<file path="src/rtl/iir.sv">
// iir: direct-form-I biquad for signed audio samples, one sample per clock.
// The output is rounded half-up, saturated and registered; the feedback state reuses the saturated output.
module iir #(
  parameter int WD_IN = 24,
  parameter int WD_OUT = 24,
  parameter int WD_COEF = 24,
  parameter int FRAC = 22,
  parameter logic signed [WD_COEF-1:0] B0 = 409495,
  parameter logic signed [WD_COEF-1:0] B1 = 818989,
  parameter logic signed [WD_COEF-1:0] B2 = 409495,
  parameter logic signed [WD_COEF-1:0] A1 = -3954428,
  parameter logic signed [WD_COEF-1:0] A2 = 1398101
) (
  input  logic                     clk,
  input  logic                     reset_n,
  input  logic signed [WD_IN-1:0]  data_in,
  output logic signed [WD_OUT-1:0] data_out
);
  // Four guard bits leave headroom for five full-scale products plus the rounding offset.
  localparam int WA = (WD_IN > WD_OUT ? WD_IN : WD_OUT) + WD_COEF + 4;
  localparam logic signed [WA-1:0] HALF = WA'(1) <<< (FRAC - 1);
  localparam logic signed [WA-1:0] MAXV = WA'((64'sd1 <<< (WD_OUT - 1)) - 1);
  localparam logic signed [WA-1:0] MINV = -MAXV - 1;
  logic signed [WD_IN-1:0] r_x1, r_x2;
  logic signed [WD_OUT-1:0] r_y1, r_y2;
  logic signed [WD_IN+WD_COEF-1:0] w_p0, w_p1, w_p2;
  logic signed [WD_OUT+WD_COEF-1:0] w_pa1, w_pa2;
  logic signed [WA-1:0] w_acc, w_rnd;
  logic signed [WD_OUT-1:0] w_sat;
  always_comb begin
    w_p0 = data_in * B0;
    w_p1 = r_x1 * B1;
    w_p2 = r_x2 * B2;
    w_pa1 = r_y1 * A1;
    w_pa2 = r_y2 * A2;
    w_acc = WA'(w_p0) + WA'(w_p1) + WA'(w_p2) - WA'(w_pa1) - WA'(w_pa2);
    w_rnd = (w_acc + HALF) >>> FRAC;
    w_sat = w_rnd > MAXV ? MAXV[WD_OUT-1:0] : w_rnd < MINV ? MINV[WD_OUT-1:0] : w_rnd[WD_OUT-1:0];
  end
  always_ff @(posedge clk or negedge reset_n) begin
    if (!reset_n) begin
      r_x1 <= '0;
      r_x2 <= '0;
      r_y1 <= '0;
      r_y2 <= '0;
    end else begin
      r_x1 <= data_in;
      r_x2 <= r_x1;
      r_y1 <= w_sat;
      r_y2 <= r_y1;
    end
  end
  assign data_out = r_y1;
endmodule

</file>
<file path="config.mk">
export PLATFORM = sky130hd
export DESIGN_NAME = iir
export DESIGN_NICKNAME = d
export VERILOG_FILES = /design/src/rtl/iir.sv
export SDC_FILE = /design/constraint.sdc
export NUM_CORES = 2
export LEC_CHECK = 0
export CAP_MARGIN = 40
export CORE_MARGIN = 4
export CORE_UTILIZATION = 50
export DETAILED_ROUTE_END_ITERATION = 10
export PLACE_DENSITY_LB_ADDON = 0.05
export RECOVER_POWER = 50
export SLEW_MARGIN = 5
export SYNTH_ARGS = -nofsm -noshare
export SYNTH_HDL_FRONTEND = slang
export SYNTH_SLANG_ARGS = --single-unit
</file>
<file path="constraint.sdc">
create_clock -name clk -period 21.9 [get_ports clk]
set_input_delay 3.285 -clock clk [delete_from_list [all_inputs] [get_ports clk]]
set_output_delay 3.285 -clock clk [all_outputs]
set_load 0.01 [all_outputs]
</file>
Word-level counts from Yosys, hierarchy flattened --
Cells that the tools add are included.
Word-level totals: register bits after elaboration 96, input port bits 26, output and inout port bits 24, word-level logic and storage cells 18
Cells by class: add/subtract/negate cells 5, multiply operators 5, $lt $le $gt $ge 2, mux-type cells 2
Operators with widths (number):
- multiplier 24 x 21 -> 45 bit (second input constant) | 2
- multiplier 24 x 20 -> 44 bit (second input constant) | 2
- adder 49 x 23 -> 50 bit (second input constant) | 1
- subtractor 48 x 46 -> 49 bit | 1
- 2-to-1 mux 24 bit | 2
- subtractor 47 x 47 -> 48 bit | 1
- adder 46 x 44 -> 47 bit | 1
- adder 44 x 45 -> 46 bit | 1
- multiplier 24 x 22 -> 46 bit (second input constant) | 1
- > comparator 28 x 24 -> 1 bit (second input constant) | 1
- less-than comparator 28 x 24 -> 1 bit (second input constant) | 1

Depth between registers and ports, before layout --
depth after elaboration 9, depth in mapped cells 48, gate-level depth less buffers 47

Least setup slack after synthesis --
OpenSTA, ideal clock, no wires.
kind reg-to-reg, start register r_y1[23] (netlist: data_out[23]), end register r_y1[10] (netlist: data_out[10]), setup time 0.064 ns, data arrival time 13.006 ns, data required time 21.836 ns, slack 8.831 ns, cell stages (with the launch flop) 44, path buffers 2, period minus slack after synthesis 13.069 ns, path through dfrtp_1 > inv_1 > clkbuf_1 > fa_1 > fa_1 > inv_1 > fa_1 > inv_1 > fa_1 > fa_1 > inv_1 > ha_1 > ha_1 > a21o_1 > a211o_1 > o21a_1 > or3_1 > a21o_1 > [8 not listed] > fa_1 > fa_1 > fa_1 > fa_1 > fa_1 > inv_1 > ha_1 > a21o_1 > a21oi_1 > o21ai_0 > a21o_1 > a21oi_1 > nand2_1 > o32ai_4 > a311oi_2 > o41ai_2 > buf_6 > a21o_1
On the way: word-level cells in the longest chain between the ends 7, elaborated cells between the ends (all ways) 8, those cells by class 3 x add/sub; 1 x mul; 2 x order compare; 2 x mux
Ends and longest elaborated chain:
- from (decl) | RTL line 25 | logic signed [WD_OUT-1:0] r_y1, r_y2;
- from (signal assigned) | RTL line 49 | r_y1 <= w_sat;
- multiplier 24 x 21 -> 45 bit (*) | RTL line 34 | w_pa1 = r_y1 * A1;
- subtractor 47 x 47 -> 48 bit (*) | RTL line 36 | w_acc = WA'(w_p0) + WA'(w_p1) + WA'(w_p2) - WA'(w_pa1) - WA'(w_pa2);
- subtractor 48 x 46 -> 49 bit (*) | RTL line 36
- adder 49 x 23 -> 50 bit (*) | RTL line 37 | w_rnd = (w_acc + HALF) >>> FRAC;
- less-than comparator 28 x 24 -> 1 bit | RTL line 38 | w_sat = w_rnd > MAXV ? MAXV[WD_OUT-1:0] : w_rnd < MINV ? MINV[WD_OUT-1:0] : w_rnd[WD_OUT-1:0];
- 2-to-1 mux 24 bit | RTL line 38
- 2-to-1 mux 24 bit (*) | RTL line 38
- net w_sat[10] | RTL line 29 | logic signed [WD_OUT-1:0] w_sat;
The timed path passes the listed nets; every way through them passes the cells marked *.

Worst setup path in the final report --
start register r_y1[23] (netlist: data_out[23]), end register r_y1[12] (netlist: data_out[12])
The elaborated chain is that of the path after synthesis.

==> metrics.txt <==
Worst path slowest cell=clkbuf_1; run status=finished, violations left; CTS max path bufs=2; standard-cell rows=between 100 and 150; initial antenna violation count=4; CP arrival=between 15000 and 20000 ps; share of cells above drive strength 1=between 1.5 and 2%; final instance area=around 59000 um2; Critical Path RT=roughly 22000 ps; clock slew at reported path FFs=90 ps; final setup skew=~28 ps; first-pass GRT wire length=245500 um; Slew headroom=-127.2%; WL/cell=between 20 and 25 um; post-DR vias/cell=5.054; Inserted Diodes=0; Critical Setup Path Class=flop to flop; Area Growth Syn to Fin=4.936%; HPWL after detailed placement=about 150000 um; Worst Max-Slew Pin Slew=3409 ps; clock sinks=96; CTS tree=done; final hold violation count=0; final antenna-violating net count=0; DRT iter0 DRCs=~2000; Syn Nets=7639; commonest cells in the netlist=1825 x inv_1, 1436 x fa_1, 1002 x ha_1; postcts setup bufs=0; die height=~340 um; clock tree root buffer cell=clkbuf_16; Mapped Area=between 50000 and 60000 um2; WL final=159900 um; Post-Synthesis Cells=slightly above 5000; sequential share of the synthesized area=under 10%; crit end category=flop; EDFF count, synth=0; Pre-Repair DR Iteration Count=5; count leader, synth=inv_1; top cell type's share of synthesized area=51.36%; highest clock rate=around 0.062 GHz; most frequent cell on the critical path=fa_1; Yosys cell types=between 70 and 80; post_cts resized=0; H-tree Lvls=3; largest net degree at the start of global routing=56; Worst Path Max Fanout=52; Core Region=between 100000 and 150000 um2; port buffer count=49; unrepaired setup endpoints after global routing=false; Max Cap Viol=4; asr flop ratio synth=100.0%; die width=342.6 um; Synth area leader=fa_1; Tot GR Track Use=between 20 and 30%; Ports=50; Synth Warn #=0; Hold Path Class=flop to flop; violated checks=max-capacitance violations, max-slew violations; Synth Area per Inst=10.81 um2; post-layout net count=around 7700; Clock Latency Late Sink=~430 ps; Final TNS setup=0 ps; Yosys reg bits=96; Setup-failing EPs final=0; hold_buf cts=0; vias in the first global route=approximately 38000; Num CTS Buffers=9; Post-synth top flop=dfrtp_1; placed standard-cell area=around 59000 um2; GP Congestion=0.9328; via count=34052; max-slew violation count=between 200 and 250; dominant cells by area after synthesis=fa_1 51%, ha_1 22%, inv_1 12%, dfrtp_1 4.3%, xnor2_1 1.7%; initial core utilization=between 50% and 60%; critical path's largest stage delay=1840 ps; final worst path period need=16160 ps; Post-route DRC=0; CP startpoint kind=flop; die area=between 100000 and 150000 um2; grt total ovfl=0; Final period util=73.79%
-- critical path, delay by kind of cell, from the launching register on --
family	cells	cell delay, ps
AO/OA/AOI/OAI	14	3280
XOR/XNOR	1	400
adder cells (fa/ha/maj)	18	8260
buffers and inverters	7	3070
flip-flops	1	350
AND/OR/NAND/NOR	3	650
-- worst paths after layout --
kind                            cells after the start      endpoint  slack [ps]          from
worst max-delay path                               43  data_out[12]        5740  data_out[23]
worst min-delay path                                0       r_y2[2]         670   data_out[2]
worst max register to register                     43  data_out[12]        5740  data_out[23]
worst min register to register                      0       r_y2[2]         670   data_out[2]
max in group asynchronous                           2      r_x1[23]       15260       reset_n
min in group asynchronous                           1       r_x1[0]        2750       reset_n
-- cell type report --
cell class	count	area, um2
sequential	96	2409
clock buffer	9	225.2
clock inverter	7	61.31
fill	10172	52240
timing repair buffer	94	765.7
inverter	1827	6858
multi-input combinational	3217	46550
tap	1488	1862
-- routing by layer --
layer	track usage [%]	routed length [um]	part of all wire, %	vias up
met1	44.50	77200	48	17812
met2	43.52	69810	44	754
li1	-	-	-	15354
met5	0	0	0	-
met3	4.009	8688	5.4	132
met4	6.522	4242	2.7	0
-- cells by family (layout without fill, tap and decap cells) --
kind of cell	after synthesis	after routing	synth area share [%]
buffers and inverters	1862	1937	12.56
multiplexers	25	25	0.4605
flip-flops	96	96	4.292
AND/OR/NAND/NOR	256	256	2.330
AO/OA/AOI/OAI	333	333	3.955
adder cells (fa/ha/maj)	2438	2438	73.77
XOR/XNOR	165	165	2.642
-- stage by stage --
stage                     setup WS, ps  hold slack, ps  utilization (%)  std cells
after detailed placement          7389           600.0            52.86       6722
after CTS                         7325           622.0            53.12       6738
after global routing              4738           685.1            52.92       6738
final                             5741           669.8            52.92       6738
after global placement            7413           597.7            52.63       6710
after floorplan                   8831           546.8                -       5175
-- cells in the final DEF, fill, tap and decap left out, drive strengths merged, types with 8 or more instances in the layout --
| cell type | netlist | routed |
|---|---|---|
| or2 | 12 | 12 |
| dfrtp | 96 | 96 |
| inv | 1826 | 1830 |
| fa | 1436 | 1436 |
| nor2b | 11 | 11 |
| nand2 | 60 | 60 |
| a211oi | 11 | 11 |
| o21a | 11 | 11 |
| nand2b | 21 | 21 |
| and3 | 11 | 11 |
| o21bai | 11 | 11 |
| nand4 | 14 | 14 |
| o21ai | 67 | 67 |
| o22ai | 8 | 8 |
| nor2 | 64 | 64 |
| a21o | 72 | 72 |
| xnor2 | 111 | 111 |
| or3 | 12 | 12 |
| nand3 | 12 | 12 |
| clkdlybuf4s50 | 0 | 47 |
| a21oi | 89 | 89 |
| ha | 1002 | 1002 |
| xor2 | 54 | 54 |
| buf | 10 | 22 |
| a31oi | 18 | 18 |
| nor3 | 19 | 19 |
| mux2i | 19 | 19 |
| clkbuf | 25 | 34 |
-- sequential cells by signal, summed over array words and instances, names as in the netlist --
name      flops
r_y2         24
r_x2         24
r_x1         24
data_out     24
Power is not shown: default switching activity piles up to over one toggle a cycle in this logic, so the estimate is an artifact.
